[config.mk]
export PLATFORM = sky130hd
export DESIGN_NAME = pipe_hazard_ctrl_flat
export DESIGN_NICKNAME = d
export VERILOG_FILES = /design/src/rtl/pipe_hazard_ctrl_pkg.sv /design/src/rtl/pipe_hazard_ctrl_if.sv /design/src/rtl/pipe_hazard_ctrl_hazard_detect.sv /design/src/rtl/pipe_hazard_ctrl.sv /design/src/flat_wrapper.sv
export SDC_FILE = /design/constraint.sdc
export NUM_CORES = 1
export LEC_CHECK = 0
export ABC_AREA = 1
export BUFFER_PORTS_ARGS = -buffer_cell sky130_fd_sc_hd__buf_2
export CORE_UTILIZATION = 49
export DETAILED_ROUTE_END_ITERATION = 7
export PLACE_DENSITY = 0.76
export SLEW_MARGIN = 20
export SYNTH_ARGS = -nofsm -noshare
export SYNTH_HDL_FRONTEND = slang
export SYNTH_SLANG_ARGS = --single-unit
[constraint.sdc]
create_clock -name clk -period 1.93 [get_ports clk]
set_input_delay 0.579 -clock clk [delete_from_list [all_inputs] [get_ports clk]]
set_output_delay 0.579 -clock clk [all_outputs]
set_load 0.03 [all_outputs]
[src/rtl/pipe_hazard_ctrl_pkg.sv]
// Shared types for the pipeline hazard controller: register address width,
// FSM state codes and the register-match helper.
package pipe_hazard_ctrl_pkg;

  localparam int REG_ADDR_W = 5;

  typedef enum logic [1:0] {
    HZ_RUN      = 2'd0,
    HZ_MEM_WAIT = 2'd1,
    HZ_BR_FLUSH = 2'd2
  } hz_state_t;

  // R0 is hardwired zero, so it never creates a dependency.
  function automatic logic reg_match(input logic [REG_ADDR_W-1:0] src,
                                     input logic [REG_ADDR_W-1:0] dest);
    return (dest != '0) && (src == dest);
  endfunction

endpackage

[src/rtl/pipe_hazard_ctrl_if.sv]
// Pipeline status in, register controls and statistics out.
// master = datapath side, slave = hazard controller.
interface pipe_hazard_ctrl_if
  import pipe_hazard_ctrl_pkg::*;
#(
  parameter int CNT_W = 16
);

  logic                  fwd_en;
  logic                  id_valid;
  logic [REG_ADDR_W-1:0] id_src1;
  logic [REG_ADDR_W-1:0] id_src2;
  logic                  id_two_src;
  logic [REG_ADDR_W-1:0] exe_dest;
  logic                  exe_wb_en;
  logic                  exe_mem_r_en;
  logic                  exe_br_taken;
  logic [REG_ADDR_W-1:0] mem_dest;
  logic                  mem_wb_en;
  logic                  mem_req;
  logic                  mem_ready;

  logic                  pc_freeze;
  logic                  if_id_freeze;
  logic                  id_exe_freeze;
  logic                  exe_mem_freeze;
  logic                  if_id_flush;
  logic                  id_exe_bubble;
  logic                  mem_wb_bubble;
  logic                  mem_err;
  logic [CNT_W-1:0]      stall_cnt;
  logic [CNT_W-1:0]      flush_cnt;

  modport master (
    output fwd_en, id_valid, id_src1, id_src2, id_two_src,
           exe_dest, exe_wb_en, exe_mem_r_en, exe_br_taken,
           mem_dest, mem_wb_en, mem_req, mem_ready,
    input  pc_freeze, if_id_freeze, id_exe_freeze, exe_mem_freeze,
           if_id_flush, id_exe_bubble, mem_wb_bubble,
           mem_err, stall_cnt, flush_cnt
  );

  modport slave (
    input  fwd_en, id_valid, id_src1, id_src2, id_two_src,
           exe_dest, exe_wb_en, exe_mem_r_en, exe_br_taken,
           mem_dest, mem_wb_en, mem_req, mem_ready,
    output pc_freeze, if_id_freeze, id_exe_freeze, exe_mem_freeze,
           if_id_flush, id_exe_bubble, mem_wb_bubble,
           mem_err, stall_cnt, flush_cnt
  );

endinterface

[src/rtl/pipe_hazard_ctrl_hazard_detect.sv]
// Combinational compare of the ID sources against one in-flight destination.
module pipe_hazard_ctrl_hazard_detect
  import pipe_hazard_ctrl_pkg::*;
(
  input  logic                  id_valid,
  input  logic [REG_ADDR_W-1:0] id_src1,
  input  logic [REG_ADDR_W-1:0] id_src2,
  input  logic                  id_two_src,
  input  logic [REG_ADDR_W-1:0] dest,
  input  logic                  dest_wr,
  output logic                  hit
);

  assign hit = id_valid & dest_wr &
               (reg_match(id_src1, dest) | (id_two_src & reg_match(id_src2, dest)));

endmodule

[src/rtl/pipe_hazard_ctrl.sv]
// Pipeline sequencer: load-use stalls, taken-branch flushes and memory-wait
// freezes for the PC/IF/ID/EXE/MEM/WB registers, plus stall/flush statistics.
//
//   state       | meaning
//   HZ_RUN      | normal issue; hazards and branches resolved combinationally
//   HZ_MEM_WAIT | data memory busy; pipe frozen until ready or timeout
//   HZ_BR_FLUSH | extra post-branch flush cycles still owed (fl_cnt)
module pipe_hazard_ctrl
  import pipe_hazard_ctrl_pkg::*;
#(
  parameter int BR_FLUSH_CYCLES = 1,
  parameter int MEM_TIMEOUT     = 255,
  parameter int CNT_W           = 16
) (
  input logic               clk,
  input logic               rst,
  pipe_hazard_ctrl_if.slave hz
);

  // wait_cnt counts stalled cycles already spent; the cycle that would be the
  // MEM_TIMEOUT-th is the one that is forcibly released.
  localparam logic [7:0] WAIT_LIMIT = 8'(MEM_TIMEOUT - 1);
  localparam logic [2:0] FL_INIT    = 3'(BR_FLUSH_CYCLES - 1);

  hz_state_t        state_q, state_d;
  logic [7:0]       wait_cnt_q, wait_cnt_d;
  logic [2:0]       fl_cnt_q, fl_cnt_d;
  logic             mem_err_q, mem_err_d;
  logic [CNT_W-1:0] stall_cnt_q, flush_cnt_q;

  logic hit_exe, hit_mem, load_use;
  logic timeout_now, mem_stall, br_take;
  logic pc_frz, ifid_frz, idexe_frz, exemem_frz, ifid_fl, idexe_bub, memwb_bub;

  // With forwarding only a load in EXE must stall; without it any writer in EXE or MEM does.
  pipe_hazard_ctrl_hazard_detect u_hd_exe (
    .id_valid   (hz.id_valid),
    .id_src1    (hz.id_src1),
    .id_src2    (hz.id_src2),
    .id_two_src (hz.id_two_src),
    .dest       (hz.exe_dest),
    .dest_wr    (hz.exe_wb_en & (~hz.fwd_en | hz.exe_mem_r_en)),
    .hit        (hit_exe)
  );

  pipe_hazard_ctrl_hazard_detect u_hd_mem (
    .id_valid   (hz.id_valid),
    .id_src1    (hz.id_src1),
    .id_src2    (hz.id_src2),
    .id_two_src (hz.id_two_src),
    .dest       (hz.mem_dest),
    .dest_wr    (hz.mem_wb_en & ~hz.fwd_en),
    .hit        (hit_mem)
  );

  assign load_use    = hit_exe | hit_mem;
  assign timeout_now = (state_q == HZ_MEM_WAIT) && (wait_cnt_q == WAIT_LIMIT);
  assign mem_stall   = hz.mem_req & ~hz.mem_ready & ~timeout_now;
  assign br_take     = (state_q == HZ_RUN) & hz.exe_br_taken & ~mem_stall;

  always_comb begin
    state_d    = state_q;
    wait_cnt_d = wait_cnt_q;
    fl_cnt_d   = fl_cnt_q;
    mem_err_d  = mem_err_q;
    pc_frz     = 1'b0;
    ifid_frz   = 1'b0;
    idexe_frz  = 1'b0;
    exemem_frz = 1'b0;
    ifid_fl    = 1'b0;
    idexe_bub  = 1'b0;
    memwb_bub  = 1'b0;

    if (mem_stall) begin
      pc_frz     = 1'b1;
      ifid_frz   = 1'b1;
      idexe_frz  = 1'b1;
      exemem_frz = 1'b1;
      memwb_bub  = 1'b1;
    end else if ((state_q == HZ_BR_FLUSH) || br_take) begin
      ifid_fl   = 1'b1;
      idexe_bub = 1'b1;
    end else if (load_use) begin
      pc_frz    = 1'b1;
      ifid_frz  = 1'b1;
      idexe_bub = 1'b1;
    end

    unique case (state_q)
      HZ_RUN: begin
        if (mem_stall) begin
          state_d    = HZ_MEM_WAIT;
          wait_cnt_d = 8'd1;
        end else if (br_take && (BR_FLUSH_CYCLES > 1)) begin
          state_d  = HZ_BR_FLUSH;
          fl_cnt_d = FL_INIT;
        end
      end
      HZ_MEM_WAIT: begin
        if (mem_stall) begin
          wait_cnt_d = wait_cnt_q + 8'd1;
        end else begin
          wait_cnt_d = 8'd0;
          if (timeout_now && hz.mem_req && !hz.mem_ready) mem_err_d = 1'b1;
          state_d = (fl_cnt_q != 3'd0) ? HZ_BR_FLUSH : HZ_RUN;
        end
      end
      HZ_BR_FLUSH: begin
        if (mem_stall) begin
          state_d    = HZ_MEM_WAIT;
          wait_cnt_d = 8'd1;
        end else begin
          fl_cnt_d = fl_cnt_q - 3'd1;
          if (fl_cnt_q == 3'd1) state_d = HZ_RUN;
        end
      end
      default: state_d = HZ_RUN;
    endcase
  end

  always_ff @(posedge clk or negedge rst) begin
    if (!rst) begin
      state_q     <= HZ_RUN;
      wait_cnt_q  <= 8'd0;
      fl_cnt_q    <= 3'd0;
      mem_err_q   <= 1'b0;
      stall_cnt_q <= '0;
      flush_cnt_q <= '0;
    end else begin
      state_q    <= state_d;
      wait_cnt_q <= wait_cnt_d;
      fl_cnt_q   <= fl_cnt_d;
      mem_err_q  <= mem_err_d;
      if (pc_frz && (stall_cnt_q != {CNT_W{1'b1}}))
        stall_cnt_q <= stall_cnt_q + CNT_W'(1);
      if (br_take && (flush_cnt_q != {CNT_W{1'b1}}))
        flush_cnt_q <= flush_cnt_q + CNT_W'(1);
    end
  end

  // Controls are gated by the async reset so they drop the instant it asserts.
  assign hz.pc_freeze      = rst & pc_frz;
  assign hz.if_id_freeze   = rst & ifid_frz;
  assign hz.id_exe_freeze  = rst & idexe_frz;
  assign hz.exe_mem_freeze = rst & exemem_frz;
  assign hz.if_id_flush    = rst & ifid_fl;
  assign hz.id_exe_bubble  = rst & idexe_bub;
  assign hz.mem_wb_bubble  = rst & memwb_bub;
  assign hz.mem_err        = mem_err_q;
  assign hz.stall_cnt      = stall_cnt_q;
  assign hz.flush_cnt      = flush_cnt_q;

endmodule

[src/flat_wrapper.sv]
// flat-port wrapper written by rule: the top's interface ports become plain ports
module pipe_hazard_ctrl_flat import pipe_hazard_ctrl_pkg::*;
#(
  parameter int BR_FLUSH_CYCLES = 1,
  parameter int MEM_TIMEOUT     = 255,
  parameter int CNT_W           = 16
)
  (clk, rst, hz_fwd_en, hz_id_valid, hz_id_src1, hz_id_src2, hz_id_two_src, hz_exe_dest, hz_exe_wb_en, hz_exe_mem_r_en, hz_exe_br_taken, hz_mem_dest, hz_mem_wb_en, hz_mem_req, hz_mem_ready, hz_pc_freeze, hz_if_id_freeze, hz_id_exe_freeze, hz_exe_mem_freeze, hz_if_id_flush, hz_id_exe_bubble, hz_mem_wb_bubble, hz_mem_err, hz_stall_cnt, hz_flush_cnt);
  pipe_hazard_ctrl_if #(.CNT_W(CNT_W)) hz_i ();
  input logic clk;
  input logic rst;
  input wire logic [$bits(hz_i.fwd_en)-1:0] hz_fwd_en;
  input wire logic [$bits(hz_i.id_valid)-1:0] hz_id_valid;
  input wire logic [$bits(hz_i.id_src1)-1:0] hz_id_src1;
  input wire logic [$bits(hz_i.id_src2)-1:0] hz_id_src2;
  input wire logic [$bits(hz_i.id_two_src)-1:0] hz_id_two_src;
  input wire logic [$bits(hz_i.exe_dest)-1:0] hz_exe_dest;
  input wire logic [$bits(hz_i.exe_wb_en)-1:0] hz_exe_wb_en;
  input wire logic [$bits(hz_i.exe_mem_r_en)-1:0] hz_exe_mem_r_en;
  input wire logic [$bits(hz_i.exe_br_taken)-1:0] hz_exe_br_taken;
  input wire logic [$bits(hz_i.mem_dest)-1:0] hz_mem_dest;
  input wire logic [$bits(hz_i.mem_wb_en)-1:0] hz_mem_wb_en;
  input wire logic [$bits(hz_i.mem_req)-1:0] hz_mem_req;
  input wire logic [$bits(hz_i.mem_ready)-1:0] hz_mem_ready;
  output wire logic [$bits(hz_i.pc_freeze)-1:0] hz_pc_freeze;
  output wire logic [$bits(hz_i.if_id_freeze)-1:0] hz_if_id_freeze;
  output wire logic [$bits(hz_i.id_exe_freeze)-1:0] hz_id_exe_freeze;
  output wire logic [$bits(hz_i.exe_mem_freeze)-1:0] hz_exe_mem_freeze;
  output wire logic [$bits(hz_i.if_id_flush)-1:0] hz_if_id_flush;
  output wire logic [$bits(hz_i.id_exe_bubble)-1:0] hz_id_exe_bubble;
  output wire logic [$bits(hz_i.mem_wb_bubble)-1:0] hz_mem_wb_bubble;
  output wire logic [$bits(hz_i.mem_err)-1:0] hz_mem_err;
  output wire logic [$bits(hz_i.stall_cnt)-1:0] hz_stall_cnt;
  output wire logic [$bits(hz_i.flush_cnt)-1:0] hz_flush_cnt;
  assign hz_i.fwd_en = hz_fwd_en;
  assign hz_i.id_valid = hz_id_valid;
  assign hz_i.id_src1 = hz_id_src1;
  assign hz_i.id_src2 = hz_id_src2;
  assign hz_i.id_two_src = hz_id_two_src;
  assign hz_i.exe_dest = hz_exe_dest;
  assign hz_i.exe_wb_en = hz_exe_wb_en;
  assign hz_i.exe_mem_r_en = hz_exe_mem_r_en;
  assign hz_i.exe_br_taken = hz_exe_br_taken;
  assign hz_i.mem_dest = hz_mem_dest;
  assign hz_i.mem_wb_en = hz_mem_wb_en;
  assign hz_i.mem_req = hz_mem_req;
  assign hz_i.mem_ready = hz_mem_ready;
  assign hz_pc_freeze = hz_i.pc_freeze;
  assign hz_if_id_freeze = hz_i.if_id_freeze;
  assign hz_id_exe_freeze = hz_i.id_exe_freeze;
  assign hz_exe_mem_freeze = hz_i.exe_mem_freeze;
  assign hz_if_id_flush = hz_i.if_id_flush;
  assign hz_id_exe_bubble = hz_i.id_exe_bubble;
  assign hz_mem_wb_bubble = hz_i.mem_wb_bubble;
  assign hz_mem_err = hz_i.mem_err;
  assign hz_stall_cnt = hz_i.stall_cnt;
  assign hz_flush_cnt = hz_i.flush_cnt;
  pipe_hazard_ctrl #(.BR_FLUSH_CYCLES(BR_FLUSH_CYCLES), .MEM_TIMEOUT(MEM_TIMEOUT), .CNT_W(CNT_W)) u_core (.clk(clk), .rst(rst), .hz(hz_i));
endmodule
==> results.txt <==
Routed Antenna Nets -> 0
GR Layer Usage met1 -> 25.2%
Mapped Nets -> 456
Critical Path End Type -> output pin
initial antenna violation count -> 0
# clock sinks -> 46
Flop pwr share -> 43.4%
Post-synth ARST share -> 100%
Core ar. -> 5920 um2
max incr delay on CP -> 0.19 ns
Combinational Power Share -> 37.6%
sw frac -> 38.4%
commonest non-fill, non-tap cell in the layout -> nand2_1
Setup WS post-layout -> -0.388 ns
Worst Path Max Fanout -> 3
CP most frequent cell -> nand2_1
Final min period -> 2.32 ns
initial DRC count -> 132
Final Net Count -> 557
CP arrival -> 1.74 ns
CTS tree -> yes
Hold Path Class -> input port to asynchronous set/reset pin
Post-synth EDFFs -> 0
Ys Warns -> 0
Post-DP Area -> 3650 um2
Detailed Place HPWL -> 5050 um
Area contributors post-synth -> dfrtp_1 38%, nand2_1 18%, inv_1 6.1%, nor2_1 5.6%, nand3_1 5.2%
status -> finished with violations
final non-filler cell area -> 4070 um2
Worst-path clk slew -> 0.08 ns
Worst Path Required -> 1.35 ns
crit path cell chain -> buf_6 -> inv_4 -> nand2_1 -> nand2_1 -> nor2_1 -> nand3_1 -> nand2_1 -> nand2_2 -> nand2_2 -> nand2_4 -> a21oi_4 -> buf_6
clock buffer depth -> 2
failing checks -> negative setup slack
number of non-filler instances in the completed layout -> 594
P_int -> 1.79 mW
leading area contributor after synthesis -> dfrtp_1
Peak VDD IR -> 0.000689 V
die height -> 80.3 um
worst slew pin tran -> 0.574 ns
Buf/Inv on CP -> 3
Most used DFF post-synth -> dfrtp_1
Lkg Pwr -> 2.19 nW
Yosys top cell area share -> 38.3%
cell count after synthesis -> 418
Site Rows -> 28
CTS buffer count -> 5
period utilization -> 120%
post-synthesis cell type count -> 30
synthesized area per cell -> 7.18 um2
sequential area share after synthesis -> 38.3%
Sw Pwr -> 1.12 mW
Clock Latency Late Sink -> 0.30 ns
Yosys reg bits -> 46
Chip Width -> 80.3 um
Worst path slowest cell -> a21oi_4
Clk network pwr share -> 19.0%
WL per Instance -> 11.9 um
busiest grt layer -> met2
number of global-route vias before repair -> 2734
Clock Skew -> 0.00678 ns
most frequent cells in the layout -> 121 x nand2_1, 46 x dfrtp_1, 44 x buf_2
setup violators final -> 7
max cap viols -> 0
gpl congestion -> 0.834
starting density of the core -> 50.7%
RSZ-0062 raised after global routing -> yes
Tot GR Track Use -> 21.8%
first-pass GRT wire length -> 11100 um
first drt pass iteration count -> 4
PwrDens -> 712 nW/um2
DR vias/cell -> 4.98
Inserted Diodes -> 0
grt ovf -> 0
vias post-DR -> 2961
Setup crit start kind -> input port
I/O pin cnt -> 71
area delta synth->final -> 35.6%
Crit path depth -> 12
Worst path top cell family by delay -> simple AND/OR/NAND/NOR gates
clk root buf -> clkbuf_8
# placed instances -> 583
FF-to-FF path depth -> 12
hold_buf cts -> 0
pin count of the biggest net entering global routing -> 47
Post-Syn Area -> 3000 um2
Final Hold Fails -> 0
Max Freq -> 431 MHz
Residual DRC -> 0
final slew viol count -> 0
Die ar. -> 6450 um2
met3 Track Usage GR -> 4.20%
layout cell share with drive strength beyond 1 -> 34.5%
# port buffers -> 70
final wirelength -> 7060 um
met2 Use GR -> 40.4%
CP Class -> input port to output pin
H-tree levels -> 2
Slew HR -> 61.7%
==> worst register-to-register path, delay by kind of cell (launching register included) <==
kind                       cells  cell delay, ns
AOI/OAI and AO/OA              2            0.30
adders and majority gates      1            0.14
buffers and inverters          5            0.48
DFF                            1            0.40
and+or+nand+nor                4            0.34
==> routing by layer <==
layer / share of wire (%) / up-vias
li1: - / 1501
met1: 42 / 1366
met2: 52 / 80
met3: 4.7 / 14
met4: 1.7 / 0
met5: 0 / -
==> power by group through the flow <==
stage	sequential (mW)	combinational, mW	clock [mW]
final	1.26	1.09	0.552
after global routing	1.28	1.20	0.619
after CTS	1.26	1.03	0.578
after detailed placement	1.27	0.975	0
after global placement	1.27	0.945	0
after floorplan	1.43	0.466	0
==> final cells by class <==
class                           instances  area (um2)
Tap cell                               75        93.8
Inverter                               61         262
Multi-Input combinational cell        305        1710
Clock inverter                          2        10.0
Timing Repair Buffer                  100         778
Clock buffer                            5        68.8
Sequential cell                        46        1150
Fill cell                             466        1850
==> cell families after synthesis <==
family	after synthesis	share of synthesized area, %
xor+xnor	27	7.87
buf+inv	67	9.38
flops	46	38.3
simple gates	253	37.5
fa+ha+maj	7	2.92
compound gates	18	4.00
==> registers in the layout, summed over array words and instances (netlist names) <==
signal / cells
u_core.hz.flush_cnt: 16
u_core.state_q: 2
u_core.fl_cnt_q: 3
u_core.hz.stall_cnt: 16
u_core.wait_cnt_q: 8
u_core.hz.mem_err: 1
==> worst paths after layout <==
check | startpoint | endpoint | slack, ns
min | rst | u_core.hz.flush_cnt[15] | 0.46
max | hz_id_src2[1] | hz_pc_freeze | -0.39
max reg2reg | u_core.wait_cnt_q[0] | u_core.wait_cnt_q[4] | 0.20
min in group clk | u_core.hz.mem_err | u_core.hz.mem_err | 0.47
max in group asynchronous | rst | u_core.hz.stall_cnt[9] | 1.08
min reg2reg | u_core.hz.mem_err | u_core.hz.mem_err | 0.47
==> through the flow <==
step	total power, mW	util [%]	worst slack (ns)	TNS (ns)	hold slack [ns]
after detailed placement	2.24	61.7	-0.388	-2.86	0.461
after global routing	3.11	68.8	-0.416	-2.36	0.497
after floorplan	1.90	-	-0.239	-0.608	0.283
after CTS	2.87	65.4	-0.282	-1.81	0.479
after global placement	2.21	61.7	-0.346	-1.95	0.456
final	2.90	68.8	-0.388	-1.95	0.458
==> cells in the mapped netlist, types with 5 or more instances <==
cell type / instances
xnor2_1: 10
nand4_1: 11
nand2_1: 143
nand3_1: 31
xor2_1: 17
ha_1: 7
inv_2: 12
o21ai_1: 5
nor2_1: 45
inv_1: 49
dfrtp_1: 46
nor3_1: 8
==> repair_timing <==
action / CTS / global route
setup endpoints to repair: 7 / 8
resized for setup: 33 / 63
setup buffers: 3 / 1
endpoints found under the hold margin: 0 / 0
pin swaps: 14 / 36
No activity file was read; power rests on OpenSTA's default activity.
